<file path="src/rtl/rf_pkg.sv">
// Shared definitions for the register-file writeback arbiter.
//   NREG/AW/DW : architectural register count, address width, data width
//   REQ_ALU/REQ_LSU : requester identifiers, also used as the round-robin pointer value
//   wb_req_t   : one queued writeback (destination register + data)
package rf_pkg;
    localparam int NREG = 32;
    localparam int AW   = 5;
    localparam int DW   = 32;

    localparam logic REQ_ALU = 1'b0;
    localparam logic REQ_LSU = 1'b1;

    typedef struct packed {
        logic [AW-1:0] rd;
        logic [DW-1:0] data;
    } wb_req_t;
endpackage

</file>
<file path="src/rtl/wb_fifo.sv">
// Synchronous writeback FIFO, DEPTH entries (power of two, >= 2).
//   clock, reset          : rising-edge clock, synchronous active-high reset
//   push, push_rd/data    : producer side; an entry is taken when push && ready
//   ready                 : count < DEPTH, from registered count only
//   pop, head_rd/data     : consumer side; pop must only be raised when not_empty
//   not_empty             : at least one entry held
//   occ_mask              : one-hot OR of rd over all held entries, x0 excluded
module wb_fifo #(
    parameter int DEPTH = 2,
    parameter int AW    = 5,
    parameter int DW    = 32,
    parameter int NREG  = 32
) (
    input  logic            clock,
    input  logic            reset,
    input  logic            push,
    input  logic [AW-1:0]   push_rd,
    input  logic [DW-1:0]   push_data,
    output logic            ready,
    input  logic            pop,
    output logic [AW-1:0]   head_rd,
    output logic [DW-1:0]   head_data,
    output logic            not_empty,
    output logic [NREG-1:0] occ_mask
);
    localparam int PW = $clog2(DEPTH);
    localparam logic [PW:0] FULL = (PW+1)'(DEPTH);

    logic [AW-1:0]    mem_rd   [DEPTH];
    logic [DW-1:0]    mem_data [DEPTH];
    logic [DEPTH-1:0] vld;
    logic [PW-1:0]    wptr;
    logic [PW-1:0]    rptr;
    logic [PW:0]      count;
    logic             do_push;
    logic             do_pop;

    assign ready     = (count < FULL);
    assign not_empty = (count != '0);
    assign do_push   = push && ready;
    assign do_pop    = pop && not_empty;
    assign head_rd   = mem_rd[rptr];
    assign head_data = mem_data[rptr];

    // Storage needs no reset: vld qualifies every entry.
    always_ff @(posedge clock) begin
        if (do_push) begin
            mem_rd[wptr]   <= push_rd;
            mem_data[wptr] <= push_data;
        end
    end

    // Push and pop never target the same slot in one edge: equal pointers
    // mean either empty (no pop) or full (no push).
    always_ff @(posedge clock) begin
        if (reset) begin
            wptr  <= '0;
            rptr  <= '0;
            count <= '0;
            vld   <= '0;
        end else begin
            if (do_push) begin
                vld[wptr] <= 1'b1;
                wptr      <= wptr + 1'b1;
            end
            if (do_pop) begin
                vld[rptr] <= 1'b0;
                rptr      <= rptr + 1'b1;
            end
            case ({do_push, do_pop})
                2'b10:   count <= count + 1'b1;
                2'b01:   count <= count - 1'b1;
                default: count <= count;
            endcase
        end
    end

    always_comb begin
        occ_mask = '0;
        for (int i = 0; i < DEPTH; i++) begin
            if (vld[i] && (mem_rd[i] != '0)) occ_mask[mem_rd[i]] = 1'b1;
        end
    end
endmodule

</file>
<file path="src/rtl/rf_wb_arbiter.sv">
// Shares the register file write port between the ALU and LSU writeback paths.
//   clock, reset                    : rising-edge clock, synchronous active-high reset
//   alu_valid/rd/data, alu_ready    : ALU writeback handshake into its FIFO
//   lsu_valid/rd/data, lsu_ready    : LSU writeback handshake into its FIFO
//   wr_en, wr_addr, wr_data         : registered register-file write port
//   pend_mask                       : registers with a queued or in-flight write
//   idle                            : both FIFOs empty and no write in flight
module rf_wb_arbiter #(
    parameter int DEPTH = 2,
    parameter int AW    = 5,
    parameter int DW    = 32,
    parameter int NREG  = 32
) (
    input  logic            clock,
    input  logic            reset,
    input  logic            alu_valid,
    input  logic [AW-1:0]   alu_rd,
    input  logic [DW-1:0]   alu_data,
    output logic            alu_ready,
    input  logic            lsu_valid,
    input  logic [AW-1:0]   lsu_rd,
    input  logic [DW-1:0]   lsu_data,
    output logic            lsu_ready,
    output logic            wr_en,
    output logic [AW-1:0]   wr_addr,
    output logic [DW-1:0]   wr_data,
    output logic [NREG-1:0] pend_mask,
    output logic            idle
);
    import rf_pkg::*;

    logic            alu_pop, lsu_pop, alu_ne, lsu_ne, gnt_any;
    logic [AW-1:0]   alu_head_rd, lsu_head_rd, gnt_rd;
    logic [DW-1:0]   alu_head_data, lsu_head_data, gnt_data;
    logic [NREG-1:0] alu_occ, lsu_occ, wr_onehot;
    logic            last_gnt;

    wb_fifo #(.DEPTH(DEPTH), .AW(AW), .DW(DW), .NREG(NREG)) u_alu_fifo (
        .clock     (clock),
        .reset     (reset),
        .push      (alu_valid),
        .push_rd   (alu_rd),
        .push_data (alu_data),
        .ready     (alu_ready),
        .pop       (alu_pop),
        .head_rd   (alu_head_rd),
        .head_data (alu_head_data),
        .not_empty (alu_ne),
        .occ_mask  (alu_occ)
    );

    wb_fifo #(.DEPTH(DEPTH), .AW(AW), .DW(DW), .NREG(NREG)) u_lsu_fifo (
        .clock     (clock),
        .reset     (reset),
        .push      (lsu_valid),
        .push_rd   (lsu_rd),
        .push_data (lsu_data),
        .ready     (lsu_ready),
        .pop       (lsu_pop),
        .head_rd   (lsu_head_rd),
        .head_data (lsu_head_data),
        .not_empty (lsu_ne),
        .occ_mask  (lsu_occ)
    );

    // ALU wins when alone or when LSU was served last; LSU takes everything else.
    always_comb begin
        alu_pop  = alu_ne && (!lsu_ne || (last_gnt == REQ_LSU));
        lsu_pop  = lsu_ne && !alu_pop;
        gnt_any  = alu_pop || lsu_pop;
        gnt_rd   = lsu_pop ? lsu_head_rd   : alu_head_rd;
        gnt_data = lsu_pop ? lsu_head_data : alu_head_data;
    end

    // A grant to x0 still pops and advances the pointer but never writes.
    always_ff @(posedge clock) begin
        if (reset) begin
            wr_en    <= 1'b0;
            wr_addr  <= '0;
            wr_data  <= '0;
            last_gnt <= REQ_LSU;
        end else begin
            wr_en <= gnt_any && (gnt_rd != '0);
            if (gnt_any) begin
                wr_addr  <= gnt_rd;
                wr_data  <= gnt_data;
                last_gnt <= lsu_pop ? REQ_LSU : REQ_ALU;
            end
        end
    end

    always_comb begin
        wr_onehot = '0;
        if (wr_en) wr_onehot[wr_addr] = 1'b1;
    end

    assign pend_mask = alu_occ | lsu_occ | wr_onehot;
    assign idle      = !alu_ne && !lsu_ne && !wr_en;
endmodule

</file>
<file path="config.mk">
export PLATFORM = sky130hd
export DESIGN_NAME = rf_wb_arbiter
export DESIGN_NICKNAME = d
export VERILOG_FILES = /design/src/rtl/rf_pkg.sv /design/src/rtl/wb_fifo.sv /design/src/rtl/rf_wb_arbiter.sv
export SDC_FILE = /design/constraint.sdc
export NUM_CORES = 1
export LEC_CHECK = 0
export BUFFER_PORTS_ARGS = -buffer_cell sky130_fd_sc_hd__buf_2
export CORE_UTILIZATION = 45
export CTS_CLUSTER_SIZE = 10
export DETAILED_ROUTE_END_ITERATION = 8
export PLACE_DENSITY_LB_ADDON = 0.05
export SYNTH_ARGS = -nofsm -noshare
export SYNTH_HDL_FRONTEND = slang
export SYNTH_SLANG_ARGS = --single-unit
</file>
<file path="constraint.sdc">
create_clock -name clock -period 8.2 [get_ports clock]
set_input_delay 0.82 -clock clock [delete_from_list [all_inputs] [get_ports clock]]
set_output_delay 0.82 -clock clock [all_outputs]
set_load 0.1 [all_outputs]
</file>
Word level (Yosys, flattened, before mapping)
Memories as Yosys holds them, arrays and structs flattened. A register that Yosys moved wholly into a read port is not among the register bits.
Index checks and enable logic that the tools add are counted.

word-level totals
  register bits after elaboration = 51
  memory bits (writable) = 148
  input bits = 78
  output and inout bits = 73
  logic and storage cells = 141
  memories = 4

memory list
  memory               words  width  rd ports  clocked after memory_dff  write ports  line           text
  u_alu_fifo.mem_data  2      32     1         1                         1            wb_fifo.sv:30  logic [DW-1:0] mem_data [DEPTH];
  u_lsu_fifo.mem_data  2      32     1         1                         1            wb_fifo.sv:30
  u_alu_fifo.mem_rd    2      5      3         1                         1            wb_fifo.sv:29  logic [AW-1:0] mem_rd [DEPTH];
  u_lsu_fifo.mem_rd    2      5      3         1                         1            wb_fifo.sv:29

operators by class
  add/sub/neg operators = 8
  order comparisons = 20
  eq/ne operators = 4
  multiplexer cells = 46
  bitwise logic cells = 10
  reductions and logical operators = 37

operators by type and width
  cell                                                  count
  two-way mux 32 bit                                    6
  bitwise OR 32 bit                                     4
  < comparator 5 x 6 -> 1 bit (second input constant)   5
  demux 1 bit (select 5 bit)                            5
  >= comparator 5 x 1 -> 1 bit (second input constant)  5
  nonzero test 5 bit                                    5
  logical AND 1 bit                                     22
  two-way mux 1 bit                                     22
  two-way mux 2 bit                                     6
  < comparator 1 x 2 -> 1 bit (second input constant)   4
  one-hot mux 2 bit (2 select lines)                    2
  nonzero test 2 bit                                    4
  two-way mux 5 bit                                     1
  adder 1 bit (second input constant)                   4
  adder 2 x 1 -> 2 bit (second input constant)          2
  bitwise AND 2 bit                                     2
  demux 1 bit (select 1 bit)                            4
  equality test 2 x 1 -> 1 bit (second input constant)  2
  equality test 2 bit (second input constant)           2
  >= comparator 1 bit (second input constant)           4
  zero test 1 bit                                       4
  < comparator 2 bit (second input constant)            2
  inverter 2 bit                                        2
  bitwise OR 2 bit                                      2
  other kinds (2)                                       4

Longest topological paths before layout
Gate-level depths: netlist of the first run.

  depth in word-level cells = 9
  mapped depth = 9

By module
A second synthesis of the first run with hierarchy kept.

unflattened totals
  cells, all modules = 671
  area total of the unflattened synthesis = 8747.1 µm²

modules (own cells, without submodules)
  module                instances  cells each  area an instance (µm²)
  wb_fifo (u_lsu_fifo)  1          212         3345.7
  wb_fifo (u_alu_fifo)  1          208         3334.4
  rf_wb_arbiter         1          251         2067.0

Worst setup path before layout of the first run
OpenSTA, ideal clock, no wires.

  path type = reg-to-output
  start = memory u_alu_fifo.mem_rd[1][2]
  end = output port pend_mask[6]
  arrival = 4.252 ns
  required time = 7.380 ns
  slack = 3.128 ns
  stages on the path, launching flop included = 4
  buffers on the path = 1
  cells stage by stage = edfxtp_1 clkbuf_1 nand4b_1 o311ai_0

RTL lines
  what         line                 text
  from (decl)  wb_fifo.sv:29
  to (decl)    rf_wb_arbiter.sv:27  output logic [NREG-1:0] pend_mask,

==> results of run 1 <==
## how the worst max path moves through the flow
stage | endpoint | depth (start not counted)
5_1_grt | pend_mask[16] | 4
3_3_place_gp | pend_mask[16] | 4
3_5_place_dp | pend_mask[16] | 4
2_1_floorplan | pend_mask[6] | 3
6_report | pend_mask[20] | 4
4_1_cts | pend_mask[16] | 4
## flip-flops by register name, summed over array words and instances (netlist names), 5 cells and up, named ones only
name,count
wr_addr,5
u_alu_fifo.mem_rd,10
wr_data,32
u_lsu_fifo.mem_rd,10
u_lsu_fifo.mem_data,64
u_alu_fifo.mem_data,64
## cell families (layout without fill, tap and decap cells)
| logic type | after synthesis | count (layout) | synth area share |
|---|---|---|---|
| AND/OR/NAND/NOR | 247 | 247 | 0.148 |
| flip-flops | 201 | 201 | 0.607 |
| AO/OA/AOI/OAI | 156 | 156 | 0.156 |
| buffers and inverters | 64 | 203 | 0.0348 |
| multiplexers | 39 | 39 | 0.0430 |
| XOR/XNOR | 8 | 8 | 0.00772 |
| adder cells (fa/ha/maj) | 2 | 2 | 0.00276 |
## layout by cell type (no fill, tap or decap), types with 5 or more instances in the layout
cell / synthesis / routed
a2111oi_0: 33 / 33
buf_2: 14 / 150
clkbuf_1: 36 / 13
and3_1: 6 / 6
a21oi_1: 7 / 7
mux2i_1: 39 / 39
dfxtp_1: 53 / 51
nor2_1: 87 / 85
nand3b_1: 17 / 17
nand2_1: 19 / 18
a2111oi_2: 27 / 27
nand3_1: 14 / 14
a22oi_1: 14 / 14
o221ai_1: 8 / 8
or3_1: 5 / 5
nor3_1: 11 / 11
o21ai_0: 8 / 8
o22ai_1: 20 / 20
xnor2_1: 6 / 6
nand4b_1: 7 / 7
a32oi_1: 7 / 7
a2111oi_1: 12 / 12
buf_4: 1 / 8
nor2b_1: 43 / 43
nor3b_1: 13 / 13
clkbuf_16: 0 / 25
edfxtp_1: 148 / 148
## layer usage
metal | global-route usage | up-vias
met1 | 0.305 | 3264
met4 | 0.0784 | 2
met2 | 0.389 | 302
met5 | 0 | -
met3 | 0.0523 | 50
li1 | - | 3072
## power by group through the flow
stage	clock network (mW)	logic, mW	registers (mW)
2_1_floorplan	0	1.11	2.16
3_3_place_gp	0	2.06	1.59
3_5_place_dp	0	2.07	1.60
4_1_cts	0.953	2.08	1.58
5_1_grt	0.996	2.19	1.61
6_report	0.936	2.06	1.58
## area by class of cell
class	instances	share of cell area
multi-input combinational	452	0.308
timing repair buffer	158	0.0762
tap	265	0.0312
sequential	201	0.518
clock buffer	38	0.0634
inverter	5	0.00176
clock inverter	2	0.00188
## worst max-delay path: cells and delay by family, from the launching register on
| family | cells | cell delay (ns) |
|---|---|---|
| simple gates | 2 | 0.91 |
| buf+inv | 1 | 0.46 |
| compound gates | 1 | 0.24 |
| flops | 1 | 0.49 |
==> run metrics, run 1 <==
status=complete, no violations; Slowest-stage cell, CP=or4b_2; met2 wire len=approximately 12000 um; Metal-1 WL=approximately 10000 um; Vias=~6700; clock share of power=0.204; clk_skew=0.0216 ns; DR DRC count=0; Layout Cells excl Fill=~1100; power density cells=431 nW/um^2; layout cell share with drive strength beyond 1=0.266; I/O pins=151; Antenna Cells=0; antenna-violating nets left=0; pre-CTS setup slack=5.31 ns; CP Max Fanout=10; Slew HR=0.328; combinational share of power=0.451; VDD IR-drop max=about 0.32 mV; part of the power in registers=0.345; post-route minimum period=roughly 3.5 ns; CTS tree=built; Post-CTS Hold Fix Bufs=0; Pre-antenna DRT Iters=8; Post-Syn Nets=797; Die W=between 100 and 150 um; WHS=around 0.47 ns; largest net degree at the start of global routing=54; Initial Util=0.463; area of the multi-input gates=between 3000 and 4000 um^2; dominant cells by area after synthesis=edfxtp_1 (49%), dfxtp_1 (12%), a2111oi_2 (4.5%); worst reg2reg path endpoint=wr_data[24]; Area Overhead vs Synth=17.2%; final setup vio count=0; leak pwr=3.71 nW; reg2reg path depth=6; Psw=2.21 mW; finished layout cell area=approximately 11000 um^2; post-cts sizing count=0; Worst Hold Class=reg -> reg; switching share of total power=0.482; clk_lat worst skew=around 0.51 ns; cell-internal power=approximately 2.4 mW; post-synth top area cell=edfxtp_1; Final period util=0.421; Post-synth EDFFs=~150; first-pass GRT wire length=between 30000 and 40000 um; root buf cell=clkbuf_16; H-tree depth=1; max-cap viol count=0; CTS clk-pin slew, worst paths=roughly 0.06 ns; Pwr Total=between 4 and 5 mW; max-slew violations=0; Final WS setup=between 4 and 5 ns; fmax=290 MHz; met3 WL post-DR=1970 um; Async S/R FF share, synth=0; Port Buffers=150; top cell type's share of synthesized area=0.490; Ys Warns=0; Yosys reg bits=between 200 and 250; Syn Inst Count=717; HPWL after detailed placement=16200 um; placed instance count=1081; synth unique cells=54; RR Startpoint=u_alu_fifo.count[0]; HP Start=u_lsu_fifo.rptr; total gr overflow=0; die height=144 um; Vias/cell=approximately 6.0; uppermost routed layer=met5; postcts setup bufs=0; fillers=1691; Hold Fails Final Rpt=0; Seq/Total Area, Yosys=0.607; worst hold path cell count=1; synth cell count leaders=edfxtp_1 (148), nor2_1 (87), dfxtp_1 (53), nor2b_1 (43), mux2i_1 (39); final WL=approximately 25000 um; Cell Area, Synth=between 9000 and 10000 um^2; Worst EP required=between 7 and 8 ns; Cell Chain, Critical Path=nor3_1, or4b_2, o21ai_0, buf_2; most numerous cell in the Yosys netlist=edfxtp_1; CP Launch Point=u_lsu_fifo.mem_rd[1][4]; total CTS buffers=24; initial antenna violation count=1; Die ar.=between 20000 and 25000 um^2; Final #Nets=~920; Arr. time, crit path=2.63 ns; per-cell routed wire length=between 20 and 25 um; final core utilization=0.543; initial DRC count=slightly above 600; clk buf depth=3; Setup TNS=0 ns; Post-Synthesis Mean Instance Area=12.7 um^2; RSZ-0062 raised after global routing=false; CTS sink cnt=around 200; max incr delay on CP=0.76 ns; reg2reg setup slack=approximately 5.4 ns; Worst setup SP type=flop; GRT Util Overall=0.235; CP Class=reg -> out; Hold EP=u_lsu_fifo.vld[1]; vias in the first global route=6440; register area=roughly 5500 um^2; Most used DFF post-synth=edfxtp_1; Cell Area, Placed=slightly below 10000 um^2; Critical Path Sink Type=primary output; Routability Congestion=approximately 0.94; Slew @ Worst Pin=between 1 and 1.5 ns; Core ar.=roughly 20000 um^2; # rows=slightly above 50
No activity file was read; power rests on OpenSTA's default activity.
==> run 2, diff against run 1 <==
==> constraint.sdc (replaced) <==
create_clock -name clock -period 3.3 [get_ports clock]
set_input_delay 0.33 -clock clock [delete_from_list [all_inputs] [get_ports clock]]
set_output_delay 0.33 -clock clock [all_outputs]
set_load 0.1 [all_outputs]
==> run metrics, run 2 (same netlist as run 1, synthesis figures left out) <==
Die W=144 um; fillers=around 1600; Pre-antenna DRT Iters=5; Slew HR=0.311; CTS sink cnt=~200; CP Max Fanout=10; VDD IR-drop max=0.934 mV; vias in the first global route=6743; Hold Fails Final Rpt=0; total gr overflow=0; Slew @ Worst Pin=1.03 ns; worst hold path cell count=1; Initial Util=0.463; root buf cell=clkbuf_16; Top Registers=u_alu_fifo.mem_data x64, u_lsu_fifo.mem_data x64, wr_data x32; Core ar.=19600 um^2; GRT Util Overall=0.239; Final period util=0.904; Critical Path Sink Type=primary output; layout cell share with drive strength beyond 1=0.260; commonest non-fill, non-tap cell in the layout=buf_2; Vias/cell=5.93; max-slew violations=0; H-tree depth=1; status=complete, no violations; worst reg2reg path endpoint=u_lsu_fifo.count[1]; leak pwr=around 3.9 nW; RSZ-0062 raised after global routing=false; clk_skew=around 0.025 ns; Worst setup SP type=flop; fmax=between 300 and 400 MHz; CP Class=reg -> out; DR DRC count=0; CTS clk-pin slew, worst paths=~0.050 ns; Routability Congestion=0.923; Final #Nets=968; first-pass GRT wire length=between 30000 and 40000 um; Cell Area, Placed=about 10000 um^2; final setup vio count=0; reg2reg setup slack=1.09 ns; Setup TNS=0 ns; max-cap viol count=0; area of the multi-input gates=roughly 3300 um^2; initial DRC count=just under 500; clk buf depth=3; largest net degree at the start of global routing=54; Die ar.=between 20000 and 25000 um^2; Area Overhead vs Synth=22.2%; power density cells=1040 nW/um^2; Arr. time, crit path=~2.7 ns; initial antenna violation count=0; total CTS buffers=24; CTS tree=built; Antenna Cells=0; clk_lat worst skew=approximately 0.52 ns; RR Startpoint=u_alu_fifo.count[0]; per-cell routed wire length=approximately 21 um; HPWL after detailed placement=approximately 17000 um; Post-CTS Hold Fix Bufs=38; # rows=between 50 and 60; finished layout cell area=11100 um^2; Worst Hold Class=in -> reg; Vias=approximately 6900; die height=144 um; Port Buffers=150; I/O pins=between 150 and 200; antenna-violating nets left=0; postcts setup bufs=0; HP Start=lsu_data[1]; commonest cells after routing, fill and taps aside=buf_2 (150), edfxtp_1 (148), nor2_1 (85); register area=between 5000 and 6000 um^2; final WL=~25000 um; Hold EP=u_lsu_fifo.mem_data[1][1]; post-cts sizing count=0; reg2reg path depth=7; Worst EP required=between 2 and 3 ns; post-route minimum period=roughly 3 ns
[run 2: metrics by stage]
step	utilization	worst slack (ns)	cells	hold slack, ns	power (mW)
final	0.566	0.318	1169	0.0198	11.5
after global routing	0.566	0.171	1169	0.000613	12.0
after CTS	0.565	0.320	1168	0.00111	11.6
after detailed placement	0.511	0.871	1088	0.488	9.20
after global placement	0.511	0.848	1088	0.472	9.12
after floorplan	-	-0.451	717	0.429	8.13
[run 2: final cells by class]
| cell class | count | area share |
|---|---|---|
| sequential | 201 | 0.497 |
| inverter | 5 | 0.00169 |
| clock inverter | 2 | 0.00226 |
| clock buffer | 40 | 0.0596 |
| multi-input combinational | 452 | 0.295 |
| tap | 265 | 0.0299 |
| timing repair buffer | 204 | 0.114 |
[run 2: critical path, cell delays in order, from the launching register on]
cell and delay (ns):
edfxtp_1 0.51, nor3_1 0.14, or4b_2 0.76, o21ai_0 0.26, buf_2 0.47
[run 2: worst max path at each step]
stage | from | slack (ns) | to
2_1_floorplan | u_lsu_fifo.mem_rd[1][4] | -0.45 | pend_mask[12]
3_3_place_gp | wr_en | 0.85 | pend_mask[4]
3_5_place_dp | u_lsu_fifo.mem_rd[1][4] | 0.87 | pend_mask[12]
4_1_cts | u_lsu_fifo.mem_rd[1][3] | 0.32 | pend_mask[12]
5_1_grt | u_lsu_fifo.mem_rd[1][3] | 0.17 | pend_mask[20]
6_report | u_lsu_fifo.mem_rd[1][3] | 0.32 | pend_mask[12]
[run 2: report_power, final]
part	total [mW]	switching [mW]	internal (mW)
logic	5.24	4.00	1.25
registers	3.94	0.587	3.35
clock network	2.29	0.936	1.36
[run 2: routing by layer]
metal  global-route usage  part of all wire
met5                    0                 0
met3               0.0460             0.084
met2                0.392              0.47
met4               0.0795             0.021
met1                0.317              0.42
==> run 3, diff against run 2 <==
--- a/config.mk
+++ b/config.mk
@@ -9,7 +9,7 @@
 export CORE_UTILIZATION = 45
 export CTS_CLUSTER_SIZE = 10
 export DETAILED_ROUTE_END_ITERATION = 8
-export PLACE_DENSITY_LB_ADDON = 0.05
+export PLACE_DENSITY = 0.66
 export SYNTH_ARGS = -nofsm -noshare
 export SYNTH_HDL_FRONTEND = slang
 export SYNTH_SLANG_ARGS = --single-unit
==> run metrics, run 3 (same netlist as run 1, synthesis figures left out) <==
status=complete, no violations; max-slew violations=0; register area=5510 um^2; RSZ-0062 raised after global routing=false; CTS tree=built; commonest cells after routing, fill and taps aside=buf_2 (150), edfxtp_1 (148), nor2_1 (85); fillers=approximately 1700; clk_skew=roughly 0.021 ns; Cell Area, Placed=~10000 um^2; Initial Util=0.463; post-cts sizing count=0; Vias=between 6000 and 7000; number of cells on the critical path=4; Cell Chain, Critical Path=nor3_1, or4b_2, o21ai_0, buf_2; Die W=~140 um; I/O pins=approximately 150; Pre-antenna DRT Iters=5; largest net degree at the start of global routing=between 40 and 50; Worst EP required=just under 3 ns; die height=144 um; Final WS setup=between 0.2 and 0.3 ns; worst hold path cell count=1; post-route minimum period=around 3.0 ns; leak pwr=3.87 nW; commonest non-fill, non-tap cell in the layout=buf_2; HPWL after detailed placement=between 15000 and 20000 um; Top Registers=u_alu_fifo.mem_data x64, u_lsu_fifo.mem_data x64, wr_data x32; Buf/Inv on CP=1; power density cells=1050 nW/um^2; Die ar.=20700 um^2; Antenna Cells=0; Routability Congestion=roughly 0.96; layout cell share with drive strength beyond 1=0.265; Post-CTS Hold Fix Bufs=30; VDD IR-drop max=about 0.7 mV; vias in the first global route=between 6000 and 7000; reg2reg path depth=6; CP Class=reg -> out; first-pass GRT wire length=between 30000 and 40000 um; pre-CTS setup slack=about 0.81 ns; Arr. time, crit path=2.68 ns; Area Overhead vs Synth=20.9%; clk buf depth=3; Final period util=0.912; max-cap viol count=0; total gr overflow=0; H-tree depth=1; clk_lat worst skew=between 0.5 and 0.6 ns; final WL=~26000 um; initial antenna violation count=0; Worst setup SP type=flop; area of the multi-input gates=~3300 um^2; CTS clk-pin slew, worst paths=roughly 0.060 ns; CP Max Fanout=10; finished layout cell area=between 10000 and 15000 um^2; per-cell routed wire length=between 20 and 25 um; CTS sink cnt=201; Pwr Total=11.5 mW; Slew @ Worst Pin=about 1.0 ns; final core utilization=0.560; Layout Cells excl Fill=1157; DR DRC count=0; # rows=51; Setup TNS=0 ns; Slowest-stage cell, CP=or4b_2; max incr delay on CP=between 0.7 and 0.8 ns; Vias/cell=5.93; Worst Hold Class=in -> reg; Final #Nets=960; final setup vio count=0; GRT Util Overall=0.254; root buf cell=clkbuf_16; Core ar.=roughly 20000 um^2; initial DRC count=between 500 and 600; fmax=roughly 330 MHz; WHS=0.0141 ns; postcts setup bufs=0; Slew HR=0.308; Largest delay share family, worst path=simple AND/OR/NAND/NOR gates; Hold Fails Final Rpt=0; placed instance count=1088; antenna-violating nets left=0; Critical Path Sink Type=primary output; total CTS buffers=24; Port Buffers=150
[run 3: final cells by class]
type / instances / area share
sequential: 201 / 0.502
multi-input combinational: 452 / 0.298
timing repair buffer: 196 / 0.107
clock buffer: 34 / 0.0582
tap: 265 / 0.0302
clock inverter: 4 / 0.00274
inverter: 5 / 0.00171
[run 3: path summary, 6_finish.rpt]
check / startpoint / end / slack (ns)
worst max-delay path: u_lsu_fifo.mem_rd[1][3] / pend_mask[28] / 0.29
worst min-delay path: lsu_data[3] / u_lsu_fifo.mem_data[0][3] / 0.01
worst max register to register: u_alu_fifo.count[0] / u_lsu_fifo.count[1] / 0.91
worst min register to register: u_alu_fifo.rptr / u_alu_fifo.vld[1] / 0.50
[run 3: per-layer routing]
| layer | routed length, um | part of all wire | global-route usage | vias up |
|---|---|---|---|---|
| li1 | - | - | - | 3142 |
| met1 | 11100 | 0.42 | 0.329 | 3330 |
| met2 | 12400 | 0.47 | 0.417 | 312 |
| met3 | 1810 | 0.069 | 0.0543 | 77 |
| met4 | 877 | 0.033 | 0.0969 | 0 |
| met5 | 0 | 0 | 0 | - |
[run 3: report_power, final]
part / switching (mW) / leakage, nW / total (mW) / internal, mW
Sequential: 0.551 / 1.82 / 3.90 / 3.35
Combinational: 4.07 / 1.73 / 5.31 / 1.24
Clock: 0.941 / 0.324 / 2.27 / 1.33
